**config.mk**
```make
export PLATFORM = sky130hd
export DESIGN_NAME = hqm_list_sel_mem_rmw_ctl
export DESIGN_NICKNAME = d
export VERILOG_FILES = /design/src/rtl/hqm_list_sel_mem_rmw_ctl.sv
export SDC_FILE = /design/constraint.sdc
export NUM_CORES = 2
export LEC_CHECK = 0
export CORE_AREA = 4 4 285 287
export DETAILED_ROUTE_END_ITERATION = 7
export DIE_AREA = 0 0 289 291
export PLACE_DENSITY = 0.69
export SLEW_MARGIN = 20
export SYNTH_ARGS = -nofsm -noshare
export SYNTH_HDL_FRONTEND = slang
export SYNTH_SLANG_ARGS = --single-unit
export TNS_END_PERCENT = 100
```
**constraint.sdc**
```tcl
create_clock -name clk -period 5.5 [get_ports clk]
set_clock_uncertainty 0.1 [all_clocks]
set_input_delay 0.825 -clock clk [delete_from_list [all_inputs] [get_ports clk]]
set_output_delay 0.825 -clock clk [all_outputs]
set_load 0.02 [all_outputs]
```
**src/rtl/hqm_list_sel_mem_rmw_ctl.sv**
```systemverilog
`default_nettype none
// ============================================================================
// Module   : hqm_list_sel_mem_rmw_ctl
// Purpose  : Serialises RD/WR/masked-RMW requests onto the list-select
//            single-port SRAM and returns read data via a credit-protected
//            response FIFO. Optional counters: HQM_LIST_SEL_MEM_RMW_STATS_EN.
// Revision : 1.0  initial release
// ============================================================================
module hqm_list_sel_mem_rmw_ctl #(
   parameter int AW        = 11,
   parameter int DW        = 139,
   parameter int RSP_DEPTH = 2
) (
   input  logic          clk,
   input  logic          clk_rst,
`ifdef HQM_LIST_SEL_MEM_RMW_STATS_EN
   input  logic          stat_clr,
   output logic [15:0]   stat_rd_cnt,
   output logic [15:0]   stat_wr_cnt,
   output logic [15:0]   stat_rmw_cnt,
`endif
   input  logic          req_v,
   output logic          req_ready,
   input  logic [1:0]    req_cmd,
   input  logic [AW-1:0] req_addr,
   input  logic [DW-1:0] req_wdata,
   input  logic [DW-1:0] req_mask,
   output logic          rsp_v,
   input  logic          rsp_ready,
   output logic [DW-1:0] rsp_data,
   output logic          mem_re,
   output logic          mem_we,
   output logic [AW-1:0] mem_addr,
   output logic [DW-1:0] mem_wdata,
   input  logic [DW-1:0] mem_rdata,
   input  logic          mem_pwr_enable_b,
   output logic          err_pwr_drop
);

   localparam int CW = $clog2(RSP_DEPTH + 1);
   localparam int IW = (RSP_DEPTH > 1) ? $clog2(RSP_DEPTH) : 1;
   localparam logic [CW:0] DEPTH_C = (CW + 1)'(RSP_DEPTH);
   localparam logic [1:0] CMD_RD  = 2'b00;
   localparam logic [1:0] CMD_WR  = 2'b01;
   localparam logic [1:0] CMD_RMW = 2'b10;

   typedef enum logic [1:0] {
      ST_IDLE     = 2'd0,
      ST_RMW_RD   = 2'd1,
      ST_RMW_WAIT = 2'd2,
      ST_RMW_WR   = 2'd3
   } state_t;

   state_t          state_q, state_d;
   logic            mem_re_q, mem_re_d;
   logic            mem_we_q, mem_we_d;
   logic [AW-1:0]   mem_addr_q, mem_addr_d;
   logic [DW-1:0]   mem_wdata_q, mem_wdata_d;
   logic [DW-1:0]   rmw_mask_q, rmw_mask_d;
   logic [DW-1:0]   rmw_wdata_q, rmw_wdata_d;
   logic            rd_iss_q, rd_iss_d;
   logic            rd_ret_q, rd_ret_d;
   logic [CW-1:0]   inflight_q, inflight_d;
   logic [CW-1:0]   fifo_cnt_q, fifo_cnt_d;
   logic [DW-1:0]   fifo_q [RSP_DEPTH];
   logic [DW-1:0]   fifo_d [RSP_DEPTH];
   logic            err_q, err_d;

   logic            w_credit_ok;
   logic            w_acc;
   logic            w_rd_acc;
   logic            w_push;
   logic            w_pop;
   logic [IW-1:0]   w_widx;
   logic [CW:0]     w_credit_used;

   // Outstanding reads plus queued responses must fit the FIFO; writes never respond.
   assign w_credit_used = {1'b0, inflight_q} + {1'b0, fifo_cnt_q};
   assign w_credit_ok   = (w_credit_used < DEPTH_C) | (req_cmd == CMD_WR);
   assign req_ready     = (state_q == ST_IDLE) & ~mem_pwr_enable_b & w_credit_ok & ~clk_rst;
   assign w_acc         = req_v & req_ready;
   assign w_rd_acc      = w_acc & (req_cmd == CMD_RD);
   assign w_push        = rd_ret_q;
   assign w_pop         = rsp_v & rsp_ready;
   assign w_widx        = fifo_cnt_q[IW-1:0] - IW'(w_pop);

   always_comb begin
      state_d     = state_q;
      mem_re_d    = 1'b0;
      mem_we_d    = 1'b0;
      mem_addr_d  = mem_addr_q;
      mem_wdata_d = mem_wdata_q;
      rmw_mask_d  = rmw_mask_q;
      rmw_wdata_d = rmw_wdata_q;
      rd_iss_d    = 1'b0;
      rd_ret_d    = rd_iss_q;
      err_d       = err_q | (mem_pwr_enable_b & ((state_q != ST_IDLE) | (inflight_q != '0)));

      unique case (state_q)
         ST_IDLE: begin
            if (w_acc) begin
               case (req_cmd)
                  CMD_RD: begin
                     mem_re_d   = 1'b1;
                     mem_addr_d = req_addr;
                     rd_iss_d   = 1'b1;
                  end
                  CMD_WR: begin
                     mem_we_d    = 1'b1;
                     mem_addr_d  = req_addr;
                     mem_wdata_d = req_wdata;
                  end
                  CMD_RMW: begin
                     mem_re_d    = 1'b1;
                     mem_addr_d  = req_addr;
                     rmw_mask_d  = req_mask;
                     rmw_wdata_d = req_wdata;
                     state_d     = ST_RMW_RD;
                  end
                  default: ;
               endcase
            end
         end
         ST_RMW_RD: state_d = ST_RMW_WAIT;
         ST_RMW_WAIT: begin
            mem_wdata_d = (mem_rdata & ~rmw_mask_q) | (rmw_wdata_q & rmw_mask_q);
            mem_we_d    = 1'b1;
            state_d     = ST_RMW_WR;
         end
         ST_RMW_WR: state_d = ST_IDLE;
         default:   state_d = ST_IDLE;
      endcase

      case ({w_rd_acc, w_push})
         2'b10:   inflight_d = inflight_q + CW'(1);
         2'b01:   inflight_d = inflight_q - CW'(1);
         default: inflight_d = inflight_q;
      endcase

      // Head-at-slot-0 shifting FIFO so rsp_data comes straight off a flop.
      fifo_d     = fifo_q;
      fifo_cnt_d = fifo_cnt_q;
      if (w_pop) begin
         for (int i = 0; i < RSP_DEPTH - 1; i++) begin
            fifo_d[i] = fifo_q[i+1];
         end
         fifo_cnt_d = fifo_cnt_d - CW'(1);
      end
      if (w_push) begin
         fifo_d[w_widx] = mem_rdata;
         fifo_cnt_d     = fifo_cnt_d + CW'(1);
      end
   end

   always_ff @(posedge clk) begin
      if (clk_rst) begin
         state_q     <= ST_IDLE;
         mem_re_q    <= 1'b0;
         mem_we_q    <= 1'b0;
         mem_addr_q  <= '0;
         mem_wdata_q <= '0;
         rmw_mask_q  <= '0;
         rmw_wdata_q <= '0;
         rd_iss_q    <= 1'b0;
         rd_ret_q    <= 1'b0;
         inflight_q  <= '0;
         fifo_cnt_q  <= '0;
         err_q       <= 1'b0;
         for (int i = 0; i < RSP_DEPTH; i++) begin
            fifo_q[i] <= '0;
         end
      end else begin
         state_q     <= state_d;
         mem_re_q    <= mem_re_d;
         mem_we_q    <= mem_we_d;
         mem_addr_q  <= mem_addr_d;
         mem_wdata_q <= mem_wdata_d;
         rmw_mask_q  <= rmw_mask_d;
         rmw_wdata_q <= rmw_wdata_d;
         rd_iss_q    <= rd_iss_d;
         rd_ret_q    <= rd_ret_d;
         inflight_q  <= inflight_d;
         fifo_cnt_q  <= fifo_cnt_d;
         err_q       <= err_d;
         fifo_q      <= fifo_d;
      end
   end

   assign mem_re       = mem_re_q;
   assign mem_we       = mem_we_q;
   assign mem_addr     = mem_addr_q;
   assign mem_wdata    = mem_wdata_q;
   assign rsp_v        = (fifo_cnt_q != '0);
   assign rsp_data     = fifo_q[0];
   assign err_pwr_drop = err_q;

`ifdef HQM_LIST_SEL_MEM_RMW_STATS_EN
   logic [15:0] rd_cnt_q, rd_cnt_d;
   logic [15:0] wr_cnt_q, wr_cnt_d;
   logic [15:0] rmw_cnt_q, rmw_cnt_d;

   function automatic logic [15:0] f_sat_inc(input logic [15:0] v, input logic inc,
                                             input logic clr);
      if (clr)                   return 16'h0000;
      if (inc && v != 16'hFFFF)  return v + 16'd1;
      return v;
   endfunction

   always_comb begin
      rd_cnt_d  = f_sat_inc(rd_cnt_q,  w_acc & (req_cmd == CMD_RD),  stat_clr);
      wr_cnt_d  = f_sat_inc(wr_cnt_q,  w_acc & (req_cmd == CMD_WR),  stat_clr);
      rmw_cnt_d = f_sat_inc(rmw_cnt_q, w_acc & (req_cmd == CMD_RMW), stat_clr);
   end

   always_ff @(posedge clk) begin
      if (clk_rst) begin
         rd_cnt_q  <= '0;
         wr_cnt_q  <= '0;
         rmw_cnt_q <= '0;
      end else begin
         rd_cnt_q  <= rd_cnt_d;
         wr_cnt_q  <= wr_cnt_d;
         rmw_cnt_q <= rmw_cnt_d;
      end
   end

   assign stat_rd_cnt  = rd_cnt_q;
   assign stat_wr_cnt  = wr_cnt_q;
   assign stat_rmw_cnt = rmw_cnt_q;
`endif

endmodule
`default_nettype wire

```
==> impl_metrics.yaml <==
logic_synthesis:
  yosys_warnings: 0
  synth-edff-count: 0
  synth_cells: 3756
  yosysSeqAreaShare_pct: 48.49
  ys_seq_elements: 717
  synth_top_area_share_pct: 48.49
  yosysTopAreaCell: "dfxtp_1"
  synth_nets: 4197
  avgSynthCellArea_sq_um: 7.882
  syn-cell-area_sq_um: 29600
  synth_top_flop_cell: "dfxtp_1"
  async_reset_ff_share_pct: 0
  synth_cell_types: 35
  synth_area_leaders: "dfxtp_1, nand2_1, a21oi_1"
sta:
  worstMarginPinSlew_ns: 1.060
  period_needed_ns: 3.745
  fmax_ghz: 0.2670
  slew_headroom_pct: 29.34
  tns_ns: 0
  maxSlewViolCount: 0
  hold_viol: 0
  rsz0062_at_grt: "no"
  timing.final.crit_share_pct: 68.10
  setup_viol: 0
  hold_ws_ns: 0.3423
die:
  die_w_microns: 289
  initial_core_util_pct: 37.66
  io_pins: 729
  die_area_sq_um: 84100
  die_y_microns: 291
  core_area_sq_um: 78610
  fp-row-count: 103
clocking:
  cts_max_level: 3
  clkTransAtPathRegs_ns: 0.06
  cts_resized: 0
  cts_made_buffers: 80
  clk_latency_ns: 0.62
  clockBufferDepth: 3
  hold_buffers: 0
  cts.sinks: 717
  cts_setup_buffers: 0
  cts_tree: "done"
  cts_root_buffer: "clkbuf_16"
worst_setup_path:
  critPathArrivalTime_ns: 2.82
  crit_path_start_kind: "input pin"
  crit_chain: "clkdlybuf4s50_1 > nor2b_1 > nor2_1 > nor4_1 > clkdlybuf4s50_1"
  crit_slowest_cell: "clkdlybuf4s50_1"
  cpPeakStageDelay_ns: 0.67
  crit_fanout: 6
  cp.required_ns: 4.58
  path_class: "input pin to primary output"
  endpoint_kind: "primary output"
  crit_top_cell: "clkdlybuf4s50_1"
cells_and_area:
  fill_cells: 7506
  drive_above_1_share_pct: 3.927
  area_growth_pct: 31.48
  mostFrequentLayoutCells: "nand2_1, clkdlybuf4s50_1, dfxtp_1, a21oi_1, nor2_1"
  final_common_cell: "nand2_1"
  regArea_sq_um: 14350
  finalNetCount: 4606
  multi_input_area_sq_um: 12820
power_and_ir_drop:
  p_leak_nw: 12.24
  power_density_nw_per_um2: 330.4
  ir_drop_uv: 259.6
routing:
  wl_per_cell_microns: 19.36
  drt-total-wl_microns: 102400
  drtPass1Iterations: 6
  drc: 0
  vias: 27100
  drt_iter0_drc: 1722
  routed_via_density: 5.122
  final_antenna_net_count: 0
place:
  port_buffers: 728
  gp_congestion: 0.8329
  dp_hpwl_microns: 66970
min_path:
  hp-class: "flop to flop"
global_routing:
  track_usage_pct: 23.07
  antenna_found_initial: 26
  grt_pass1_wl_microns: 154000
  grt-ovfl-total: 0
  first_global_vias: 25750
  grt_max_degree: 217
run_status:
  status: "completed"
flow_run:
  drv_cap: 0
## metal layers
layer  wire, microns  track usage, %  share of wire (%)
met3            8829           7.009                8.6
met4            3499           8.768                3.4
met5              76               0              0.074
met1           42230           28.83                 41
met2           47810           37.37                 47
## cell usage after synthesis, types with 3 or more instances
library cell,instances
nand2_1,1414
a21oi_1,570
xnor2_1,3
nor2b_1,5
dfxtp_1,717
buf_4,170
ha_1,5
buf_1,18
nor2_1,151
o21ai_0,3
mux2i_1,141
clkbuf_1,165
a311oi_1,139
buf_6,17
inv_1,9
nand3_1,3
buf_2,65
o211ai_1,139
## final cells by class
class                           count  share of cell area, %
Antenna cell                       15                0.09644
Clock buffer                      126                  6.185
Clock inverter                     18                 0.6044
Inverter                            9                0.08680
Multi-Input combinational cell   2594                  32.94
Sequential cell                   717                  36.88
Tap cell                         1050                  3.375
Timing Repair Buffer              763                  19.83
## cell families (layout without fill, tap and decap cells)
family,Yosys count,in the layout,share of synthesized area [%]
other,0,15,0
xor gates and xnor gates,4,4,0.1184
and+or+nand+nor,1583,1583,20.22
AOI/OAI and AO/OA,858,858,17.51
buffers and inverters,445,916,8.542
adders and majority gates,6,6,0.2790
DFF,717,717,48.49
muxes,143,143,4.852
## per-stage QoR
stage                     std cells  total power [mW]  utilization (%)  setup WS [ns]  area, sq um
after detailed placement       5133             7.601            46.10          1.299        36240
after CTS                      5277             12.98            49.46          1.753        38880
after floorplan                3756             6.619                -          2.737        29600
final                          5292             12.86            49.51          1.755        38920
after global placement         5133             7.586            46.10          1.374        36240
after global routing           5291             13.34            49.51          1.600        38920
## worst max-delay path, delay by kind of cell
kind          cells  cell delay, ns
buf+inv           2            1.23
simple gates      3            0.77
## final timing paths
| path | start | slack (ns) | endpoint | cells after the start |
|---|---|---|---|---|
| max | req_cmd[1] | 1.75 | req_ready | 5 |
| min | rd_iss_q | 0.34 | rd_ret_q | 1 |
| max reg2reg | state_q[0] | 1.91 | rmw_mask_q[14] | 7 |
| min reg2reg | rd_iss_q | 0.34 | rd_ret_q | 1 |
## report_power, final
| part | leakage (nW) | switching [mW] | internal [mW] | total [mW] |
|---|---|---|---|---|
| logic | 5.16 | 1.27 | 0.757 | 2.03 |
| clock network | 1.30 | 2.21 | 3.16 | 5.37 |
| registers | 5.78 | 0.0969 | 5.36 | 5.46 |
| total | 12.2 | 3.58 | 9.28 | 12.9 |
No activity file was read; power rests on OpenSTA's default activity.
